File: config.mk
export PLATFORM = sky130hd
export DESIGN_NAME = pn_ctrl
export DESIGN_NICKNAME = d
export VERILOG_FILES = /design/src/rtl/pn_pkg.sv /design/src/rtl/pn_agent_hs.sv /design/src/rtl/pn_ctrl.sv
export SDC_FILE = /design/constraint.sdc
export NUM_CORES = 1
export LEC_CHECK = 0
export CORE_ASPECT_RATIO = 0.6
export CORE_MARGIN = 4
export CORE_UTILIZATION = 55
export DETAILED_ROUTE_END_ITERATION = 6
export PLACE_DENSITY_LB_ADDON = 0.25
export SLEW_MARGIN = 30
export SYNTH_ARGS = -nofsm -noshare
export SYNTH_HDL_FRONTEND = slang
export SYNTH_SLANG_ARGS = --single-unit
File: constraint.sdc
create_clock -name clk -period 6.9 [get_ports clk]
set_input_delay 0.69 -clock clk [delete_from_list [all_inputs] [get_ports clk]]
set_output_delay 0.69 -clock clk [all_outputs]
set_load 0.05 [all_outputs]
File: src/rtl/pn_pkg.sv
// pn_pkg: shared types and helpers for the packet-buffer ring controller.
//   buf_state_t  : lifecycle state of one packet buffer
//   OWN_*        : 2-bit per-buffer owner codes driven on buf_sel
//   ptr_inc      : ring pointer increment modulo the buffer count
package pn_pkg;

    typedef enum logic [2:0] {
        FREE,
        SN,
        READY,
        CPU,
        ACC,
        REJ,
        FWD
    } buf_state_t;

    localparam logic [1:0] OWN_NONE = 2'b00;
    localparam logic [1:0] OWN_SN   = 2'b01;
    localparam logic [1:0] OWN_CPU  = 2'b10;
    localparam logic [1:0] OWN_FWD  = 2'b11;

    function automatic int unsigned ptr_inc(input int unsigned ptr, input int unsigned num_bufs);
        return (ptr + 1 >= num_bufs) ? 0 : ptr + 1;
    endfunction

endpackage

File: src/rtl/pn_agent_hs.sv
// pn_agent_hs: claim/busy/done-ack handshake tracker for one agent.
//   clk, rst_n    : clock, asynchronous active-low reset
//   i_avail       : the buffer at this agent's pointer is in the offerable state
//   i_claim_ack   : agent accepts the offered buffer
//   i_done        : agent finished with its buffer (level, held until ack)
//   o_rdy         : buffer offered (idle and available)
//   o_claim       : claim event this cycle
//   o_done_ev     : done event this cycle (buffer released at the coming edge)
//   o_busy        : agent currently owns a buffer
//   o_done_ack    : one-cycle acknowledge following a done event
module pn_agent_hs (
    input  logic clk,
    input  logic rst_n,
    input  logic i_avail,
    input  logic i_claim_ack,
    input  logic i_done,
    output logic o_rdy,
    output logic o_claim,
    output logic o_done_ev,
    output logic o_busy,
    output logic o_done_ack
);

    logic r_busy;
    logic r_done_ack;

    assign o_rdy      = !r_busy && i_avail;
    assign o_claim    = o_rdy && i_claim_ack;
    // The ack-pending term stops a still-held done level from firing twice.
    assign o_done_ev  = i_done && r_busy && !r_done_ack;
    assign o_busy     = r_busy;
    assign o_done_ack = r_done_ack;

    always_ff @(posedge clk or negedge rst_n) begin
        if (!rst_n) begin
            r_busy     <= 1'b0;
            r_done_ack <= 1'b0;
        end else begin
            if (o_claim) begin
                r_busy <= 1'b1;
            end else if (o_done_ev) begin
                r_busy <= 1'b0;
            end
            r_done_ack <= o_done_ev;
        end
    end

endmodule

File: src/rtl/pn_ctrl.sv
// pn_ctrl: buffer-rotation controller for NUM_BUFS packet buffers kept as an ordered ring.
// Buffers move FREE -> SN -> READY -> CPU -> ACC/REJ -> FWD -> FREE; rejected buffers are
// drained back to FREE by the forwarder pointer without being offered.
//   clk, rst_n                        : clock, asynchronous active-low reset
//   A_done / A_done_ack               : snooper done level and its one-cycle ack
//   rdy_for_A / rdy_for_A_ack         : free buffer offer and snooper claim
//   sn_start                          : claim strobe for the snooper buffer length reset
//   B_acc, B_rej / B_done_ack         : CPU verdict levels and their one-cycle ack
//   rdy_for_B / rdy_for_B_ack         : filled buffer offer and CPU claim
//   C_done / C_done_ack               : forwarder done level and its one-cycle ack
//   rdy_for_C / rdy_for_C_ack         : accepted buffer offer and forwarder claim
//   sn_sel, cpu_sel, fwd_sel          : buffer index + 1 owned by each agent, 0 when none
//   buf_sel                           : 2-bit owner code per buffer
//   free_cnt                          : number of FREE buffers
module pn_ctrl
    import pn_pkg::*;
#(
    parameter int unsigned NUM_BUFS  = 4,
    parameter int unsigned SEL_WIDTH = $clog2(NUM_BUFS + 1),
    parameter int unsigned CNT_WIDTH = $clog2(NUM_BUFS + 1)
) (
    input  logic                  clk,
    input  logic                  rst_n,
    input  logic                  A_done,
    output logic                  A_done_ack,
    output logic                  rdy_for_A,
    input  logic                  rdy_for_A_ack,
    output logic                  sn_start,
    input  logic                  B_acc,
    input  logic                  B_rej,
    output logic                  B_done_ack,
    output logic                  rdy_for_B,
    input  logic                  rdy_for_B_ack,
    input  logic                  C_done,
    output logic                  C_done_ack,
    output logic                  rdy_for_C,
    input  logic                  rdy_for_C_ack,
    output logic [SEL_WIDTH-1:0]  sn_sel,
    output logic [SEL_WIDTH-1:0]  cpu_sel,
    output logic [SEL_WIDTH-1:0]  fwd_sel,
    output logic [2*NUM_BUFS-1:0] buf_sel,
    output logic [CNT_WIDTH-1:0]  free_cnt
);

    localparam int unsigned PTR_W = $clog2(NUM_BUFS);

    buf_state_t r_state   [NUM_BUFS];
    buf_state_t w_state_d [NUM_BUFS];

    logic [PTR_W-1:0]     r_sn_ptr, r_cpu_ptr, r_fwd_ptr;
    logic [PTR_W-1:0]     w_sn_ptr_d, w_cpu_ptr_d, w_fwd_ptr_d;
    logic [CNT_WIDTH-1:0] r_free_cnt, w_free_cnt_d;

    logic w_sn_avail, w_sn_claim, w_sn_done, w_sn_busy;
    logic w_cpu_avail, w_cpu_claim, w_cpu_done, w_cpu_busy;
    logic w_fwd_avail, w_fwd_claim, w_fwd_done, w_fwd_busy;
    logic w_drain;
    logic w_free_inc;

    assign w_sn_avail  = (r_state[r_sn_ptr] == FREE);
    assign w_cpu_avail = (r_state[r_cpu_ptr] == READY);
    assign w_fwd_avail = (r_state[r_fwd_ptr] == ACC);

    pn_agent_hs u_sn_hs (
        .clk         (clk),
        .rst_n       (rst_n),
        .i_avail     (w_sn_avail),
        .i_claim_ack (rdy_for_A_ack),
        .i_done      (A_done),
        .o_rdy       (rdy_for_A),
        .o_claim     (w_sn_claim),
        .o_done_ev   (w_sn_done),
        .o_busy      (w_sn_busy),
        .o_done_ack  (A_done_ack)
    );

    pn_agent_hs u_cpu_hs (
        .clk         (clk),
        .rst_n       (rst_n),
        .i_avail     (w_cpu_avail),
        .i_claim_ack (rdy_for_B_ack),
        .i_done      (B_acc || B_rej),
        .o_rdy       (rdy_for_B),
        .o_claim     (w_cpu_claim),
        .o_done_ev   (w_cpu_done),
        .o_busy      (w_cpu_busy),
        .o_done_ack  (B_done_ack)
    );

    pn_agent_hs u_fwd_hs (
        .clk         (clk),
        .rst_n       (rst_n),
        .i_avail     (w_fwd_avail),
        .i_claim_ack (rdy_for_C_ack),
        .i_done      (C_done),
        .o_rdy       (rdy_for_C),
        .o_claim     (w_fwd_claim),
        .o_done_ev   (w_fwd_done),
        .o_busy      (w_fwd_busy),
        .o_done_ack  (C_done_ack)
    );

    assign sn_start = w_sn_claim;

    // A rejected buffer at the forwarder pointer is recycled while the forwarder is idle.
    assign w_drain    = !w_fwd_busy && (r_state[r_fwd_ptr] == REJ);
    assign w_free_inc = w_fwd_done || w_drain;

    // Each event touches the buffer at its own pointer; ring ordering keeps those distinct
    // whenever events coincide, since each requires a different current state.
    always_comb begin
        w_state_d   = r_state;
        w_sn_ptr_d  = r_sn_ptr;
        w_cpu_ptr_d = r_cpu_ptr;
        w_fwd_ptr_d = r_fwd_ptr;

        if (w_sn_claim) begin
            w_state_d[r_sn_ptr] = SN;
        end
        if (w_sn_done) begin
            w_state_d[r_sn_ptr] = READY;
            w_sn_ptr_d          = PTR_W'(ptr_inc(32'(r_sn_ptr), NUM_BUFS));
        end

        if (w_cpu_claim) begin
            w_state_d[r_cpu_ptr] = CPU;
        end
        if (w_cpu_done) begin
            // Reject dominates when both verdicts are raised together.
            w_state_d[r_cpu_ptr] = B_rej ? REJ : ACC;
            w_cpu_ptr_d          = PTR_W'(ptr_inc(32'(r_cpu_ptr), NUM_BUFS));
        end

        if (w_fwd_claim) begin
            w_state_d[r_fwd_ptr] = FWD;
        end
        if (w_free_inc) begin
            w_state_d[r_fwd_ptr] = FREE;
            w_fwd_ptr_d          = PTR_W'(ptr_inc(32'(r_fwd_ptr), NUM_BUFS));
        end
    end

    always_comb begin
        w_free_cnt_d = r_free_cnt;
        case ({w_sn_claim, w_free_inc})
            2'b10:   w_free_cnt_d = r_free_cnt - CNT_WIDTH'(1);
            2'b01:   w_free_cnt_d = r_free_cnt + CNT_WIDTH'(1);
            default: w_free_cnt_d = r_free_cnt;
        endcase
    end

    always_ff @(posedge clk or negedge rst_n) begin
        if (!rst_n) begin
            for (int k = 0; k < NUM_BUFS; k++) begin
                r_state[k] <= FREE;
            end
            r_sn_ptr   <= '0;
            r_cpu_ptr  <= '0;
            r_fwd_ptr  <= '0;
            r_free_cnt <= CNT_WIDTH'(NUM_BUFS);
        end else begin
            r_state    <= w_state_d;
            r_sn_ptr   <= w_sn_ptr_d;
            r_cpu_ptr  <= w_cpu_ptr_d;
            r_fwd_ptr  <= w_fwd_ptr_d;
            r_free_cnt <= w_free_cnt_d;
        end
    end

    assign free_cnt = r_free_cnt;

    // Pointers only advance on release, so while busy the pointer still names the owned buffer.
    assign sn_sel  = w_sn_busy  ? SEL_WIDTH'(r_sn_ptr)  + SEL_WIDTH'(1) : '0;
    assign cpu_sel = w_cpu_busy ? SEL_WIDTH'(r_cpu_ptr) + SEL_WIDTH'(1) : '0;
    assign fwd_sel = w_fwd_busy ? SEL_WIDTH'(r_fwd_ptr) + SEL_WIDTH'(1) : '0;

    always_comb begin
        buf_sel = '0;
        for (int k = 0; k < NUM_BUFS; k++) begin
            case (r_state[k])
                SN:      buf_sel[2*k +: 2] = OWN_SN;
                CPU:     buf_sel[2*k +: 2] = OWN_CPU;
                FWD:     buf_sel[2*k +: 2] = OWN_FWD;
                default: buf_sel[2*k +: 2] = OWN_NONE;
            endcase
        end
    end

endmodule

==> flow_summary_export.csv, run 1 <==
group,metric,value,unit
power_and_ir_drop,power_density,542,mW/mm2
drt,wirelength,5.13,mm
synth,ys_top_cells_by_area,"dfrtp_1, ha_1, nand2_1",
power_and_ir_drop,power,1.33,mW
synth,synth_seq_cells,27,
outcome,status,"complete, no violations",
synth,synth.net_count,244,
grt,busiest_layer,"met1",
grt,grt.overflow.total,0,
final_layout,nNetsFinal,278,
grt,use_met3,6.09,%
worst_setup_path,required,6.21,ns
power_and_ir_drop,vdd_drop_max,0.363,mV
clocking,root_buffer,"clkbuf_8",
min_path,holdPathStages,1,
final_layout,n_antenna_cell,0,
floorplanning,fp.dieH,55.4,um
power_and_ir_drop,power.leakage,1.06,nW
worst_setup_path,cp-start-kind,"flip-flop",
timing,fmax,296,MHz
drt,routedWlPerCell,17.3,um
drt,drc,0,
clocking,postCtsSetupRepairBufs,0,
synth,ys.flop_type,"dfrtp_1",
clocking,cts.htree.levels,1,
worst_setup_path,regToRegSetupSlack,4.17,ns
grt,track_usage,22.0,%
synth,netlist_area,0.00206,mm2
timing,max_slew_margin,55.2,%
synth,yosys_warnings,0,
synth,synthCells,218,
drt,dr.first_iter.drc_count,135,
synth,synth.avg_cell_area,9.44,um2
floorplanning,die_area,0.00481,mm2
grt,grtUsageMet2,31.1,%
synth,synth_top_area_share,31.6,%
timing,min_period_over_period,49.0,%
final_layout,syn2layout_area_growth,19.4,%
clocking,cts_tree,"yes",
clocking,clkTransAtPathRegs,0.10,ns
placed_design,gp_congestion,0.913,
drt,via_count,1843,
job,cap_violations,0,
floorplanning,die_x,87.0,um
floorplanning,start_util,60.1,%
synth,yosysMostFrequentCell,"dfrtp_1",
worst_setup_path,reg2reg_from,"r_fwd_ptr[0]$_DFFE_PN0N_",
floorplanning,rows,16,
worst_setup_path,cp-startpoint,"r_cpu_ptr[0]$_DFFE_PN0P_",
timing,finalMaxSlewViolations,0,
drt,postRouteAntennaNets,0,
floorplanning,ios,36,
synth,synth_common_cells,"dfrtp_1, nand2_1, ha_1, nor2_1, inv_1",
timing,rsz0062_at_grt,"false",
timing,setup_ws,3.52,ns
placed_design,pre_cts_slack,3.81,ns
grt,grt_pass1_wl,8.53,mm
grt,met1_usage,33.0,%
worst_setup_path,reg2reg_depth,10,
synth,ys_seq_area_share,32.9,%
clocking,numCtsBuffers,3,
timing,clock_skew,0.00821,ns
grt,grt_max_degree,28,
final_layout,final_cell_area,0.00246,mm2
placed_design,dp_hpwl,3.85,mm
clocking,cts_resized,0,
synth,async_reset_ff_share,100,%
clocking,clock_path_buffers,2,
worst_setup_path,r2r_end,"free_cnt[2]$_DFFE_PN1P_",
clocking,clk_latency,0.28,ns
timing,fin_setup_tns,0,ns
grt,grt_pass1_vias,1738,
synth,synth_cell_type_count,52,
synth,yosys.area.top_type,"dfrtp_1",
final_layout,drive_gt1_share,7.57,%
worst_setup_path,crit_end,"rdy_for_B",
placed_design,placed_area,0.00241,mm2
min_path,worstHoldPathType,"reg -> reg",
worst_setup_path,critical_path_arrival,2.69,ns
worst_setup_path,critPathCaptureType,"output pin",
timing,finalSetupViolCount,0,
worst_setup_path,path_max_fanout,10,
grt,antenna_found_initial,0,
drt,drtPass1Iterations,5,
timing,hold_viol,0,
placed_design,io_buffers,35,
clocking,cts_hold_buffers,0,
clocking,numClockSinks,27,
timing,min_period,3.38,ns
floorplanning,core_area,0.00342,mm2
synth,synth-edff-count,0,
worst_setup_path,crit_type,"reg -> out",
timing,tightestPinTransition,0.669,ns
drt,viasPerCell,6.23,
## sequential cells by signal, summed over array words and instances, names as in the netlist
name,count
u_fwd_hs.o_done_ack,1
u_sn_hs.o_done_ack,1
r_state,12
u_fwd_hs.o_busy,1
u_sn_hs.o_busy,1
r_fwd_ptr,2
free_cnt,3
r_cpu_ptr,2
u_cpu_hs.o_done_ack,1
u_cpu_hs.o_busy,1
r_sn_ptr,2
## cells in the final DEF (no fill, tap or decap), types with 3 or more instances in the layout
master,count
clkdlybuf4s50_1,35
dfrtp_1,26
nand2_1,22
ha_1,16
nor2_1,15
inv_1,14
nand2b_1,13
o21ai_0,11
nand3_1,8
a32oi_1,8
and2_1,8
a211oi_1,7
a21boi_0,4
o22ai_1,4
mux2i_1,4
o2111ai_1,3
a21o_1,3
nor2b_1,3
a22o_1,3
clkbuf_8,3
## power by group
part / leakage (nW) / internal, mW / switching, mW
Sequential: 0.335 / 0.232 / 0.122
Clock: 0.0228 / 0.0415 / 0.0514
Combinational: 0.707 / 0.341 / 0.544
## area by class of cell
type / instances / area (um2)
timing repair buffer: 36 / 358
inverter: 16 / 60.1
multi-input combinational: 168 / 1260
sequential: 27 / 677
tap: 45 / 56.3
fill: 262 / 967
clock buffer: 4 / 45.0
## through the flow
stage               util, %  hold slack, ns  instances
finish                 71.7           0.533        296
floorplan                 -           0.394        218
CTS                    71.7           0.537        296
detailed placement     70.4           0.523        292
global route           71.7           0.557        296
global placement       70.4           0.511        292
## cell families after synthesis
group | share of synthesized area (%)
simple gates | 20.7
compound gates | 22.4
flops | 32.9
buf+inv | 5.84
fa+ha+maj | 10.7
mux | 6.14
xor+xnor | 1.28
## per-layer routing
metal  part of all wire, %  routed length, um
met4                  0.99                 51
met1                    45               2320
met3                    11                548
met5                     0                  0
met2                    43               2210
## worst min-delay path by stage
| stage | to | startpoint | slack (ns) |
|---|---|---|---|
| floorplan | free_cnt[0]$_DFFE_PN0P_ | rst_n | 0.39 |
| global placement | free_cnt[2]$_DFFE_PN1P_ | free_cnt[2]$_DFFE_PN1P_ | 0.51 |
| detailed placement | free_cnt[2]$_DFFE_PN1P_ | free_cnt[2]$_DFFE_PN1P_ | 0.52 |
| CTS | free_cnt[2]$_DFFE_PN1P_ | free_cnt[2]$_DFFE_PN1P_ | 0.54 |
| global route | free_cnt[2]$_DFFE_PN1P_ | free_cnt[2]$_DFFE_PN1P_ | 0.56 |
| finish | free_cnt[2]$_DFFE_PN1P_ | free_cnt[2]$_DFFE_PN1P_ | 0.53 |
## worst max-delay path, stage by stage (launching register included)
cell and delay (ns):
dfrtp_1 0.52, nor4b_1 0.35, a31oi_1 0.17, and2_1 0.25, a211oi_1 0.26, clkdlybuf4s50_1 0.86
Power figures use the tool's default switching activity.
==> run 2, diff against run 1 <==
Settings changed: CORE_UTILIZATION 55 to 53.
Clock period 6.9 ns to 3.4 ns, I/O delays scaled along.
==> run 2 against run 1 <==
Net effect:
- die area rose by 3.3%
- sequential power increased by 100%
- utilization down 4.9 points
- largest cell class unchanged
- highest routed layer unchanged
- via count rose by 0.27%
==> flow_summary_export.csv, run 2 (synthesis gave the netlist of run 1 again) <==
group,metric,value,unit
drt,routedWlPerCell,16.5,um
clocking,root_buffer,"clkbuf_8",
final_layout,final_cell_mix,"clkdlybuf4s50_1, dfrtp_1, nand2_1, ha_1, nor2_1",
clocking,postCtsSetupRepairBufs,0,
worst_setup_path,path_max_fanout,14,
grt,grt_pass1_wl,8.38,mm
timing,tightestPinTransition,0.616,ns
worst_setup_path,cp-start-kind,"flip-flop",
power_and_ir_drop,vdd_drop_max,0.695,mV
timing,hold_viol,0,
grt,grt.overflow.total,0,
drt,via_count,1848,
placed_design,dp_hpwl,3.83,mm
floorplanning,rows,17,
worst_setup_path,critical_path_arrival,2.64,ns
drt,drc,0,
timing,max_slew_margin,58.8,%
worst_setup_path,crit_type,"reg -> out",
power_and_ir_drop,power_density,1090,mW/mm2
grt,grt_max_degree,28,
floorplanning,die_x,88.4,um
timing,min_period,2.98,ns
worst_setup_path,r2r_end,"free_cnt[2]$_DFFE_PN1P_",
grt,antenna_found_initial,0,
clocking,clkTransAtPathRegs,0.10,ns
placed_design,pre_cts_slack,0.667,ns
clocking,numCtsBuffers,3,
job,cap_violations,0,
timing,fmax,335,MHz
clocking,cts.htree.levels,1,
floorplanning,start_util,55.6,%
final_layout,syn2layout_area_growth,20.3,%
worst_setup_path,required,3.06,ns
worst_setup_path,cp_cell_sequence,"or4_1 > o41ai_1 > o2111a_2 > clkdlybuf4s50_1",
clocking,cts_resized,0,
placed_design,io_buffers,35,
clocking,clk_latency,0.28,ns
clocking,numClockSinks,27,
worst_setup_path,critPathCaptureType,"output pin",
final_layout,final_cell_area,0.00247,mm2
timing,clock_skew,0.00850,ns
worst_setup_path,reg2reg_depth,10,
timing,rsz0062_at_grt,"false",
final_layout,largest-register,"r_state",
final_layout,drive_gt1_share,8.70,%
floorplanning,fp.dieH,56.3,um
drt,drtPass1Iterations,4,
worst_setup_path,regToRegSetupSlack,0.63,ns
grt,track_usage,21.5,%
drt,dr.first_iter.drc_count,129,
final_layout,largest_register_ffs,12,
floorplanning,ios,36,
placed_design,placed_area,0.00243,mm2
worst_setup_path,slowest_delay,0.87,ns
timing,whs,0.430,ns
floorplanning,core_area,0.00370,mm2
worst_setup_path,reg2reg_from,"r_fwd_ptr[0]$_DFFE_PN0N_",
timing,finalSetupViolCount,0,
power_and_ir_drop,power,2.70,mW
grt,grt_pass1_vias,1691,
timing,min_period_over_period,87.7,%
outcome,status,"complete, no violations",
clocking,cts_tree,"yes",
timing,fin_setup_tns,0,ns
worst_setup_path,cp_top_family,"buffers and inverters",
drt,wirelength,4.94,mm
final_layout,nNetsFinal,280,
clocking,cts_hold_buffers,0,
final_layout,n_antenna_cell,0,
drt,postRouteAntennaNets,0,
min_path,worstHoldPathType,"in -> async",
timing,setup_ws,0.418,ns
timing,finalMaxSlewViolations,0,
drt,viasPerCell,6.16,
final_layout,final_common_cell,"clkdlybuf4s50_1",
worst_setup_path,worst-path-buf-inv,1,
power_and_ir_drop,power.leakage,1.08,nW
floorplanning,die_area,0.00497,mm2
clocking,clock_path_buffers,2,
placed_design,gp_congestion,0.887,
worst_setup_path,slowest_stage,"clkdlybuf4s50_1",
==> run 2: cell types whose count changed in the layout (fill, tap and decap cells not counted) <==
cell,change
buf_4,+2
clkbuf_1,-1
clkinv_2,+1
==> run 2: per-layer routing <==
layer | global-route usage (%) | part of all wire [%]
met2 | 28.8 | 41
met5 | 0 | 0
met1 | 35.0 | 51
met4 | 3.88 | 0.67
met3 | 4.55 | 8.1
==> run 2: worst register-to-register path, stage by stage (launching register included) <==
cell and delay (ns):
dfrtp_1 0.48, inv_2 0.12, mux4_2 0.57, nor2_1 0.12, a21o_2 0.30, ha_1 0.24, inv_1 0.06, fa_1 0.37
xor2_1 0.15, nor2_1 0.12, xor2_1 0.18
==> run 2: worst max-delay path by stage <==
stage / slack [ns] / endpoint / start / depth (start not counted)
finish: 0.42 / sn_start / r_state[10]$_DFF_PN0_ / 4
global route: 0.32 / sn_start / r_state[10]$_DFF_PN0_ / 4
CTS: 0.43 / sn_start / r_state[10]$_DFF_PN0_ / 4
detailed placement: 0.67 / free_cnt[2]$_DFFE_PN1P_ / r_fwd_ptr[0]$_DFFE_PN0N_ / 10
global placement: 0.76 / free_cnt[2]$_DFFE_PN1P_ / r_state[7]$_DFF_PN0_ / 10
floorplan: 0.80 / rdy_for_B / r_cpu_ptr[0]$_DFFE_PN0P_ / 4
==> run 2: cell type report <==
cell class | count | area, um2
Fill cell | 315 | 1230
Multi-Input combinational cell | 168 | 1260
Clock inverter | 1 | 5.00
Clock buffer | 3 | 41.3
Inverter | 16 | 60.1
Tap cell | 47 | 58.8
Timing Repair Buffer | 38 | 373
Sequential cell | 27 | 677
==> run 2: power by group <==
group	internal, mW	switching [mW]
Clock	0.0823	0.103
Sequential	0.470	0.242
Combinational	0.709	1.09
Total	1.26	1.44
==> run 2: per-stage QoR <==
stage	instances	utilization, %
detailed placement	296	65.6
global placement	296	65.6
floorplan	218	-
global route	300	66.9
CTS	300	66.9
finish	300	66.9
==> run 3, diff against run 2 <==
Settings changed: ABC_CLOCK_PERIOD_IN_PS set to 3100, CORE_ASPECT_RATIO 0.6 to not set.
Clock period 3.4 ns to 3.1 ns, I/O delays scaled along.
==> run 3 against run 2 <==
Net effect:
- worst setup slack got worse by 0.29 ns
- first-iteration DRC count increased by 58%
- via count fell by 3.2%
- clock power grew 9%
- combinational power rose by 10%
- die area decreased by 0.65%
- critical path type unchanged
- largest power group unchanged
- highest routed layer unchanged
==> flow_summary_export.csv, run 3 (synthesis gave the netlist of run 1 again) <==
group,metric,value,unit
grt,grt_max_degree,28,
drt,routedWlPerCell,16.5,um
timing,fmax,337,MHz
floorplanning,rows,22,
floorplanning,ios,36,
worst_setup_path,cp_top_family,"buffers and inverters",
worst_setup_path,crit_type,"reg -> out",
timing,whs,0.411,ns
final_layout,final_common_cell,"clkdlybuf4s50_1",
floorplanning,die_x,70.3,um
grt,grt.overflow.total,0,
timing,clock_skew,0.00313,ns
timing,rsz0062_at_grt,"false",
floorplanning,core_area,0.00372,mm2
placed_design,dp_hpwl,3.74,mm
timing,min_period_over_period,95.8,%
timing,tightestPinTransition,0.632,ns
power_and_ir_drop,switching_share,53.3,%
floorplanning,fp.dieH,70.3,um
final_layout,syn2layout_area_growth,20.3,%
power_and_ir_drop,clockPowerShare,6.9,%
power_and_ir_drop,power.leakage,1.08,nW
floorplanning,die_area,0.00494,mm2
floorplanning,start_util,55.4,%
final_layout,final_cell_area,0.00247,mm2
placed_design,io_buffers,35,
worst_setup_path,critical_path_arrival,2.66,ns
final_layout,final_cell_mix,"clkdlybuf4s50_1, dfrtp_1, nand2_1, ha_1, nor2_1",
clocking,clkTransAtPathRegs,0.09,ns
power_and_ir_drop,vdd_drop_max,0.740,mV
timing,finalSetupViolCount,0,
drt,dr.first_iter.drc_count,204,
clocking,numClockSinks,27,
drt,postRouteAntennaNets,0,
clocking,root_buffer,"clkbuf_8",
worst_setup_path,critPathCaptureType,"output pin",
power_and_ir_drop,switchingPower,1.57,mW
drt,via_count,1789,
final_layout,post-route-util,66.6,%
worst_setup_path,required,2.79,ns
clocking,clk_latency,0.27,ns
drt,drtPass1Iterations,4,
final_layout,largest_register_ffs,12,
worst_setup_path,path_max_fanout,14,
clocking,numCtsBuffers,3,
timing,setup_ws,0.131,ns
placed_design,pre_cts_slack,0.456,ns
grt,track_usage,20.4,%
clocking,clock_path_buffers,2,
timing,min_period,2.97,ns
drt,drc,0,
worst_setup_path,slowest_delay,0.87,ns
grt,antenna_found_initial,0,
final_layout,largest-register,"r_state",
worst_setup_path,slowest_stage,"clkdlybuf4s50_1",
placed_design,placed_area,0.00243,mm2
timing,fin_setup_tns,0,ns
final_layout,drive_gt1_share,8.30,%
power_and_ir_drop,power_density,1190,mW/mm2
grt,grt_pass1_wl,8.26,mm
outcome,status,"complete, no violations",
timing,finalMaxSlewViolations,0,
clocking,postCtsSetupRepairBufs,0,
worst_setup_path,cp-start-kind,"flip-flop",
drt,viasPerCell,5.94,
final_layout,num-fill-cells,306,
clocking,cts_hold_buffers,0,
power_and_ir_drop,pwr-share-seq,26.0,%
drt,wirelength,4.97,mm
clocking,cts_resized,0,
clocking,cts_tree,"yes",
timing,max_slew_margin,57.7,%
power_and_ir_drop,comb_power_share,67.1,%
grt,grt_pass1_vias,1678,
timing,hold_viol,0,
job,cap_violations,0,
min_path,worstHoldPathType,"in -> async",
clocking,cts.htree.levels,1,
final_layout,nNetsFinal,280,
worst_setup_path,worst-path-buf-inv,1,
power_and_ir_drop,intPower,1.38,mW
final_layout,n_antenna_cell,0,
placed_design,gp_congestion,0.929,
worst_setup_path,cp_cell_sequence,"or4_1 > o41ai_1 > o2111a_2 > clkdlybuf4s50_1",
## run 3: changes by cell type in the layout (fill, tap and decap cells not counted), sizes merged
cell | before | now
clkbuf | 3 | 4
clkinv | 2 | 1
## run 3: per-stage QoR
| step | instances | total power [mW] |
|---|---|---|
| 3_3_place_gp | 297 | 2.72 |
| 5_1_grt | 301 | 3.14 |
| 2_1_floorplan | 218 | 2.18 |
| 3_5_place_dp | 297 | 2.74 |
| 4_1_cts | 301 | 2.95 |
| 6_report | 301 | 2.95 |
## run 3: worst reg2reg max path, cell delays in order (launching register included)
cell and delay (ns):
dfrtp_1 0.45, or4_1 0.54, o41ai_1 0.09, o2111a_2 0.43, inv_1 0.10, ha_1 0.24
inv_1 0.07, fa_1 0.40, mux2_2 0.26
## run 3: metal layers
layer  up-vias  routed length [um]  GRT usage, %  part of all wire [%]
li1        864                   -             -                     -
met1       856                2360          30.8                    47
met2        58                2240          30.8                    45
met3        11                 279          2.30                   5.6
met4         0                  96          5.74                   1.9
met5         -                   0             0                     0
## run 3: path summary, 6_finish.rpt
kind,start,endpoint,slack (ns),depth (start not counted)
worst max register to register,r_state[10]$_DFF_PN0_,free_cnt[1]$_DFFE_PN0P_,0.41,8
worst max-delay path,r_state[10]$_DFF_PN0_,sn_start,0.13,4
min in group clk,free_cnt[2]$_DFFE_PN1P_,free_cnt[2]$_DFFE_PN1P_,0.53,1
worst min register to register,free_cnt[2]$_DFFE_PN1P_,free_cnt[2]$_DFFE_PN1P_,0.53,1
worst min-delay path,rst_n,r_cpu_ptr[1]$_DFFE_PN0P_,0.41,2
max in group asynchronous,rst_n,free_cnt[2]$_DFFE_PN1P_,2.38,2
## run 3: power by group through the flow
stage	sequential (mW)	clock (mW)	combinational (mW)
finish	0.770	0.203	1.98
floorplan	0.798	0	1.38
global route	0.800	0.217	2.13
CTS	0.762	0.206	1.98
detailed placement	0.767	0	1.97
global placement	0.761	0	1.95
## run 3: area by class of cell
cell class,count,area (um2),share of cell area (%)
Tap cell,48,60.1,2.43
Timing Repair Buffer,38,373,15.1
Multi-Input combinational cell,168,1260,50.9
Clock buffer,4,45.0,1.82
Inverter,16,60.1,2.43
Sequential cell,27,677,27.4
==> patch, RTL diff (flow settings as in run 2) <==
Set the parameter `NUM_BUFS` to 8 (it was 4).
--- a/src/rtl/pn_ctrl.sv
+++ b/src/rtl/pn_ctrl.sv
@@ -16,5 +16,5 @@
     import pn_pkg::*;
 #(
-    parameter int unsigned NUM_BUFS  = 4,
+    parameter int unsigned NUM_BUFS  = 8,
     parameter int unsigned SEL_WIDTH = $clog2(NUM_BUFS + 1),
     parameter int unsigned CNT_WIDTH = $clog2(NUM_BUFS + 1)
Ports: changed (5 resized); port bits go from 36 to 48. No check against the original RTL was run, so the function may have changed too.
==> patch against run 2 <==
- via count grew 83%
- count of clock-buffer cells in the layout grew 5
- sequential cell count up 16
- worst setup slack got worse by 0.25 ns
- area after synthesis up 67%
- clock skew decreased by 0.0026 ns
- routed wire length is 120% higher
- first-iteration DRC count increased to 3.0 times the old value
- hold slack worse by 0.41 ns
- synthesized cell count increased by 83%
- final area rose by 68%
Power is not shown: default switching activity piles up to over one toggle a cycle in this logic, so the estimate is an artifact.
==> patch: results (changes against run 2) <==
| Metric | Value |
|---|---|
| Clock Skew | `0.00591 ns (was 0.00850 ns)` |
| Tot GR Track Use | `28.2% (was 21.5%)` |
| Post-Route WL | `11,100 um (was 4940 um)` |
| DP Area | `4020 um2 (was 2430 um2)` |
| Synth top cells by count | `dfrtp_1, nor2_1, a21oi_1, nand2_1, inv_1 (was dfrtp_1, nand2_1, ha_1)` |
| Max incr delay on CP | `0.84 ns (was 0.87 ns)` |
| Number of antenna violations at the first check in global routing | `0 (unchanged)` |
| Pre-antenna DRT Iters | `5 (was 4)` |
| Number of DRC markers in iteration 0 | `383 (was 129)` |
| H-tree depth | `2 (was 1)` |
| Met2 Use GR | `39.3% (was 28.8%)` |
| Asr flop ratio synth | `100% (unchanged)` |
| Fraction of layout cells with a size suffix above 1 | `13.3% (was 8.70%)` |
| Slew headroom | `47.5% (was 58.8%)` |
| Num CTS Buffers | `5 (was 3)` |
| Max reg flops | `24 (was 12)` |
| Syn Nets | `416 (was 244)` |
| Cell count after synthesis | `400 (was 218)` |
| Met1 usage | `43.3% (was 35.0%)` |
| Number of global-route vias before repair | `3,183 (was 1,691)` |
| CTS clk-pin slew, worst paths | `0.08 ns (was 0.10 ns)` |
| Nets | `465 (was 280)` |
| Layout Cells excl Fill | `534 (was 300)` |
| Antenna Cells | `0 (unchanged)` |
| Count of unique library cells instantiated by Yosys | `68 (was 52)` |
| Clock Latency Late Sink | `0.30 ns (was 0.28 ns)` |
| Biggest register | `r_state (unchanged)` |
| Gpl congestion | `0.961 (was 0.887)` |
| Largest cells by area after synthesis | `dfrtp_1, a21oi_1, nor2_1 (was dfrtp_1, ha_1, nand2_1)` |
| Crit-path max FO | `19 (was 14)` |
| Worst EP arrival | `2.89 ns (was 2.64 ns)` |
| Via/cell ratio | `6.34 (was 6.16)` |
| DP HPWL | `8380 um (was 3830 um)` |
| Final setup fails | `0 (unchanged)` |
| Largest net degree at the start of global routing | `44 (was 28)` |
| Status | `completed (unchanged)` |
| Grt met3 use | `7.36% (was 4.55%)` |
| First-pass GRT wire length | `17,500 um (was 8380 um)` |
| PortBufs | `47 (was 35)` |
| DP Worst Slack | `0.152 ns (was 0.667 ns)` |
| Clk root buf | `clkbuf_8 (unchanged)` |
| Post-synthesis sequential area ratio | `31.3% (was 32.9%)` |
==> patch: logic make-up (layout without fill, tap and decap cells) <==
logic type	Yosys count	count (layout)	synth area share, %
compound gates	116	116	24.8
xor+xnor	12	12	3.05
fa+ha+maj	7	7	2.76
buf+inv	43	93	5.38
flops	43	43	31.3
mux	21	21	7.75
simple gates	158	158	24.9
==> patch: area by class of cell <==
type                            instances  area [um2]
Multi-Input combinational cell        314        2200
Tap cell                               84         105
Timing Repair Buffer                   61         571
Clock buffer                            8         100
Inverter                               24        90.1
Fill cell                             513        2040
Sequential cell                        43        1080
==> patch: critical path: cells and delay by family, from the launching register on <==
family                 cells  cell delay (ns)
AOI/OAI and AO/OA          2             0.51
buffers and inverters      1             0.84
DFF                        1             0.54
and+or+nand+nor            3             0.70
==> patch: repair_timing <==
action | in CTS | in global routing
endpoints found under the setup margin | 0 | 2
setup buffers | 0 | 0
hold endpoints to repair | 0 | 0
gates resized for setup | 0 | 8
==> patch: worst paths after layout <==
path                                   start           to  slack (ns)  depth (start not counted)
worst min-delay path                   rst_n  free_cnt[0]        0.02                          1
worst max-delay path            r_fwd_ptr[2]    rdy_for_C        0.17                          6
max in group asynchronous              rst_n  r_sn_ptr[0]        2.96                          1
worst max register to register    r_state[3]  free_cnt[3]        0.22                         14
min in group clk                 free_cnt[3]  free_cnt[3]        0.53                          1
worst min register to register   free_cnt[3]  free_cnt[3]        0.53                          1
==> patch: per-layer routing <==
| layer | wire length (um) | vias up |
|---|---|---|
| li1 | - | 1563 |
| met1 | 5440 | 1637 |
| met2 | 4550 | 168 |
| met3 | 1020 | 16 |
| met4 | 89 | 0 |
| met5 | 0 | - |
